==> config.mk <==
export PLATFORM = sky130hd
export DESIGN_NAME = fn_sw_4_id
export DESIGN_NICKNAME = d
export VERILOG_FILES = /design/src/rtl/fn_sw_4_id.sv
export SDC_FILE = /design/constraint.sdc
export NUM_CORES = 1
export LEC_CHECK = 0
export BUFFER_PORTS_ARGS = -buffer_cell sky130_fd_sc_hd__buf_2
export CAP_MARGIN = 40
export CELL_PAD_IN_SITES_DETAIL_PLACEMENT = 0
export CELL_PAD_IN_SITES_GLOBAL_PLACEMENT = 1
export CORE_UTILIZATION = 41
export CTS_CLUSTER_DIAMETER = 40
export DETAILED_ROUTE_END_ITERATION = 7
export PLACE_DENSITY = 0.8
export SYNTH_ARGS = -nofsm -noshare
export SYNTH_HDL_FRONTEND = slang
export SYNTH_SLANG_ARGS = --single-unit
==> constraint.sdc <==
create_clock -name clk -period 2.6 [get_ports clk]
set_clock_uncertainty 0.2 [all_clocks]
set_input_delay 0.52 -clock clk [delete_from_list [all_inputs] [get_ports clk]]
set_output_delay 0.52 -clock clk [all_outputs]
set_load 0.01 [all_outputs]
==> src/rtl/fn_sw_4_id.sv <==
// Sequential identifier for the fn_sw_4 logic unit: narrows AND/OR/XOR/XNOR
// candidates from observed (a, b, y) samples and reports the decoded select.
module fn_sw_4_id #(
    parameter int MAX_SMP = 8
) (
    input  logic       clk,
    input  logic       res,
    input  logic       start,
    input  logic       vld,
    input  logic       a,
    input  logic       b,
    input  logic       y,
    output logic       busy,
    output logic       done,
    output logic       err,
    output logic [1:0] sel_out,
    output logic [3:0] cand,
    output logic [3:0] cnt
);

    typedef enum logic [1:0] {
        IDLE = 2'b00,
        SCAN = 2'b01,
        DONE = 2'b10,
        ERR  = 2'b11
    } state_t;

    localparam logic [3:0] MAX_CNT = 4'(MAX_SMP);

    state_t     state, state_n;
    logic [3:0] m;
    logic [3:0] cand_m;
    logic [3:0] cand_n;
    logic [3:0] cnt_n;
    logic [1:0] sel_n;
    logic       onehot;

    // Narrow the candidate set with each accepted sample; start always wins.
    always_comb begin
        m[0]    = ((a & b) == y);
        m[1]    = ((a | b) == y);
        m[2]    = ((a ^ b) == y);
        m[3]    = (~(a ^ b) == y);
        cand_m  = cand & m;
        onehot  = (cand_m != 4'b0000) && ((cand_m & (cand_m - 4'd1)) == 4'b0000);
        state_n = state;
        cand_n  = cand;
        cnt_n   = cnt;
        sel_n   = sel_out;

        if (start) begin
            state_n = SCAN;
            cand_n  = 4'b1111;
            cnt_n   = 4'd0;
            sel_n   = 2'b00;
        end else if (state == SCAN && vld) begin
            cand_n = cand_m;
            cnt_n  = cnt + 4'd1;
            if (onehot) begin
                state_n = DONE;
                case (cand_m)
                    4'b0010: sel_n = 2'b01;
                    4'b0100: sel_n = 2'b10;
                    4'b1000: sel_n = 2'b11;
                    default: sel_n = 2'b00;
                endcase
            end else if (cand_m == 4'b0000) begin
                state_n = ERR;
            end else if (cnt_n == MAX_CNT) begin
                state_n = ERR;
            end
        end
    end

    // Status flags are flopped alongside the state so every output is registered.
    always_ff @(posedge clk or posedge res) begin
        if (res) begin
            state   <= IDLE;
            busy    <= 1'b0;
            done    <= 1'b0;
            err     <= 1'b0;
            sel_out <= 2'b00;
            cand    <= 4'b1111;
            cnt     <= 4'd0;
        end else begin
            state   <= state_n;
            busy    <= (state_n == SCAN);
            done    <= (state_n == DONE);
            err     <= (state_n == ERR);
            sel_out <= sel_n;
            cand    <= cand_n;
            cnt     <= cnt_n;
        end
    end

endmodule

==> results.py <==
metrics = {
    "clock_network": {
        "cts_resized": 0,
        "clock_path_buffers": 2,
        "cts.htree.levels": 1,
        "tritoncts": "yes",
        "cts_hold_buffers": 0,
        "post_cts_buffers": 0,
        "tritoncts.num_buffers": 3,
        "clkLatencyLatePin_ns": 0.28,
        "clkTransAtPathRegs_ns": 0.09,
        "cts_num_sinks": 15,
        "ctsRootBufferMaster": "sky130_fd_sc_hd__clkbuf_4",
    },
    "sta": {
        "fin_tns_setup_ns": 0,
        "fin_hold_ws_ns": 0.0739,
        "maxSlewViolCount": 0,
        "worst-slew-pin-transition_ns": 0.570,
        "grt_setup_unrepaired": "false",
        "report.final.hold_viol_count": 0,
        "slew-limit-headroom_pct": 62.0,
        "final-setup-viol-count": 0,
        "final.min_clock_period_ns": 2.19,
        "layout_worst_path_cycle_share_pct": 84.4,
        "fmaxAchievable_ghz": 0.456,
    },
    "setup_path": {
        "cp.required_ns": 2.58,
        "critPathMaxFanout": 6,
        "critical_path.reg2reg.startpoint": "cand[1]",
        "worst-endpoint-arrival_ns": 2.18,
        "worstSetupEndpointType": "flip-flop",
        "startpoint": "a",
        "critPathKind": "input port to flip-flop",
        "timing.critical_path.from_type": "input port",
    },
    "placed_design": {
        "detailedPlacementHpwl_mm": 1.10,
        "placed_cell_area_um2": 936,
        "gp_congestion": 0.739,
        "port_buffers": 19,
    },
    "hold_path": {
        "timing.hold.worst.class": "input port to asynchronous set/reset pin",
    },
    "floorplan": {
        "die_height_um": 46.4,
        "io_pins": 20,
        "dieArea_um2": 2160,
        "std_cell_rows": 15,
        "floorplan.initialDensity_pct": 45.4,
        "area_inside_the_core_boundary_um2": 1780,
        "dieWidth_um": 46.4,
    },
    "power": {
        "pwr-share-seq_pct": 48.4,
        "power.leakage_nw": 0.473,
        "power_frac_clock_pct": 22.4,
        "p_switching_mw": 0.197,
        "combinationalPowerShare_pct": 29.2,
        "powerDensity_nw_per_um2": 618,
        "internal_power_mw": 0.399,
        "ir_worst_vdd_uv": 284,
        "switch_share_pct": 33.0,
    },
    "detailed_routing": {
        "drcViolationCount": 0,
        "routed_wire_length_mm": 1.45,
        "post_drt_wl_per_cell_um": 11.1,
        "final_antenna_net_count": 0,
        "viasPerCell": 4.88,
        "detailroute.via_count": 639,
        "detail_route.iter0.violations": 7,
        "drt_first_pass_iters": 4,
    },
    "outcome": {
        "outcome": "finished, final reports clean",
    },
    "global_routing": {
        "pin_count_of_the_biggest_net_entering_global_routing": 16,
        "antenna_found_initial": 0,
        "grt_first_pass_wirelength_mm": 2.62,
        "grt-ovfl-total": 0,
        "grt_pass1_vias": 600,
        "globalRouteTotalUtil_pct": 17.9,
    },
    "synth": {
        "synth-warning-count": 0,
        "syn_nets": 94,
        "synth-async-reset-ratio_pct": 100,
        "netlist_instances": 84,
        "yosys_register_bits": 15,
        "ys_top_cells_by_area": "sky130_fd_sc_hd__dfrtp_1 34%, sky130_fd_sc_hd__dfstp_2 13%, sky130_fd_sc_hd__nand2_1 7.0%",
        "synth_area_leader_cell": "sky130_fd_sc_hd__dfrtp_1",
        "synth_top_cell_area_share_pct": 34.0,
        "synth-main-ff-cell": "sky130_fd_sc_hd__dfrtp_1",
        "seq_area_frac_synth_pct": 47.0,
        "synth_enable_flop_cells": 0,
        "syn_area_per_cell_um2": 9.64,
        "synthesis.area_um2": 810,
        "synth_cell_type_count": 26,
    },
    "layout": {
        "proportion_of_layout_cells_with_a_drive_suffix_above_1_pct": 32.1,
        "area_delta_synth_final_pct": 19.0,
        "diodes": 0,
        "fin_area_um2": 963,
        "final_net_count": 117,
    },
    "flow_run": {
        "cap_violations": 0,
    },
}
placed cells by master, fill, tap and decap left out, drive strengths merged, types with 2 or more instances in the layout:
cell type,count
a211oi,2
nor2,7
o21ai,5
dfstp,4
buf,20
xnor2,6
clkbuf,3
or2,2
mux2i,2
a21oi,7
xor2,3
ha,3
dfrtp,11
inv,6
nand2,15
cells in the mapped netlist, drive strengths merged (2+ instances only):
| master | number |
|---|---|
| xnor2 | 6 |
| ha | 3 |
| inv | 6 |
| xor2 | 3 |
| mux2i | 2 |
| dfstp | 4 |
| clkbuf | 2 |
| a21oi | 7 |
| a211oi | 2 |
| dfrtp | 11 |
| or2 | 2 |
| nor2 | 7 |
| o21ai | 5 |
| nand2 | 15 |
sequential cells by signal, summed over array words and instances (netlist names):
signal and count:
cand 4, sel_out 2, err 1, cnt 4
state 2, done 1, busy 1
metrics by stage:
step                      utilization [%]  setup slack, ns  power, mW  cells
after detailed placement             52.5            0.112      0.468    127
after CTS                            54.0            0.412      0.606    131
after global placement               52.5            0.133      0.467    127
final                                54.0            0.405      0.596    131
after floorplan                         -            0.231      0.415     84
after global routing                 54.0            0.291      0.643    131
cell type report:
| type | instances | area (um2) |
|---|---|---|
| flip-flops and latches | 15 | 380 |
| well taps | 25 | 31.3 |
| inverters | 6 | 22.5 |
| clock buffers | 3 | 22.5 |
| multi-input cells | 61 | 399 |
| clock inverters | 1 | 5.00 |
| fillers | 172 | 820 |
| repair buffers | 20 | 103 |
path summary, 6_finish.rpt:
kind,endpoint,slack [ns],cells after the start
worst max-delay path,busy,0.41,8
worst min-delay path,state[1],0.07,2
worst max register to register,busy,0.81,4
worst min register to register,cand[3],0.30,2
max in group asynchronous,cand[0],1.75,2
min in group clk,cand[3],0.30,2
worst max-delay path, stage by stage:
cell and delay, ns:
sky130_fd_sc_hd__buf_2 0.09, sky130_fd_sc_hd__inv_1 0.04, sky130_fd_sc_hd__ha_1 0.31, sky130_fd_sc_hd__xnor2_2 0.23, sky130_fd_sc_hd__mux2i_4 0.33, sky130_fd_sc_hd__a21oi_1 0.08
sky130_fd_sc_hd__a211o_2 0.36, sky130_fd_sc_hd__a31o_1 0.21
per-layer routing:
| metal | vias up | wire, um | track usage (%) | share of wire [%] |
|---|---|---|---|---|
| li1 | 331 | - | - | - |
| met4 | 0 | 18 | 12.4 | 1.2 |
| met5 | - | 0 | 0 | 0 |
| met3 | 2 | 52 | 4.71 | 3.6 |
| met1 | 294 | 693 | 24.0 | 48 |
| met2 | 12 | 690 | 24.7 | 47 |
logic make-up (layout without fill, tap and decap cells):
logic type / count (synthesis) / count (layout) / synth area share [%]
compound gates: 19 / 19 / 15.0
simple gates: 28 / 28 / 15.0
flops: 15 / 15 / 47.0
xor+xnor: 9 / 9 / 10.7
fa+ha+maj: 3 / 3 / 4.64
buf+inv: 8 / 30 / 3.71
mux: 2 / 2 / 4.02
power by group through the flow:
| stage | sequential, mW | clock, mW | combinational (mW) |
|---|---|---|---|
| after detailed placement | 0.294 | 0 | 0.174 |
| after global routing | 0.293 | 0.152 | 0.198 |
| after floorplan | 0.302 | 0 | 0.113 |
| after global placement | 0.293 | 0 | 0.175 |
| final | 0.288 | 0.133 | 0.174 |
| after CTS | 0.289 | 0.142 | 0.176 |
Power figures use the tool's default switching activity.
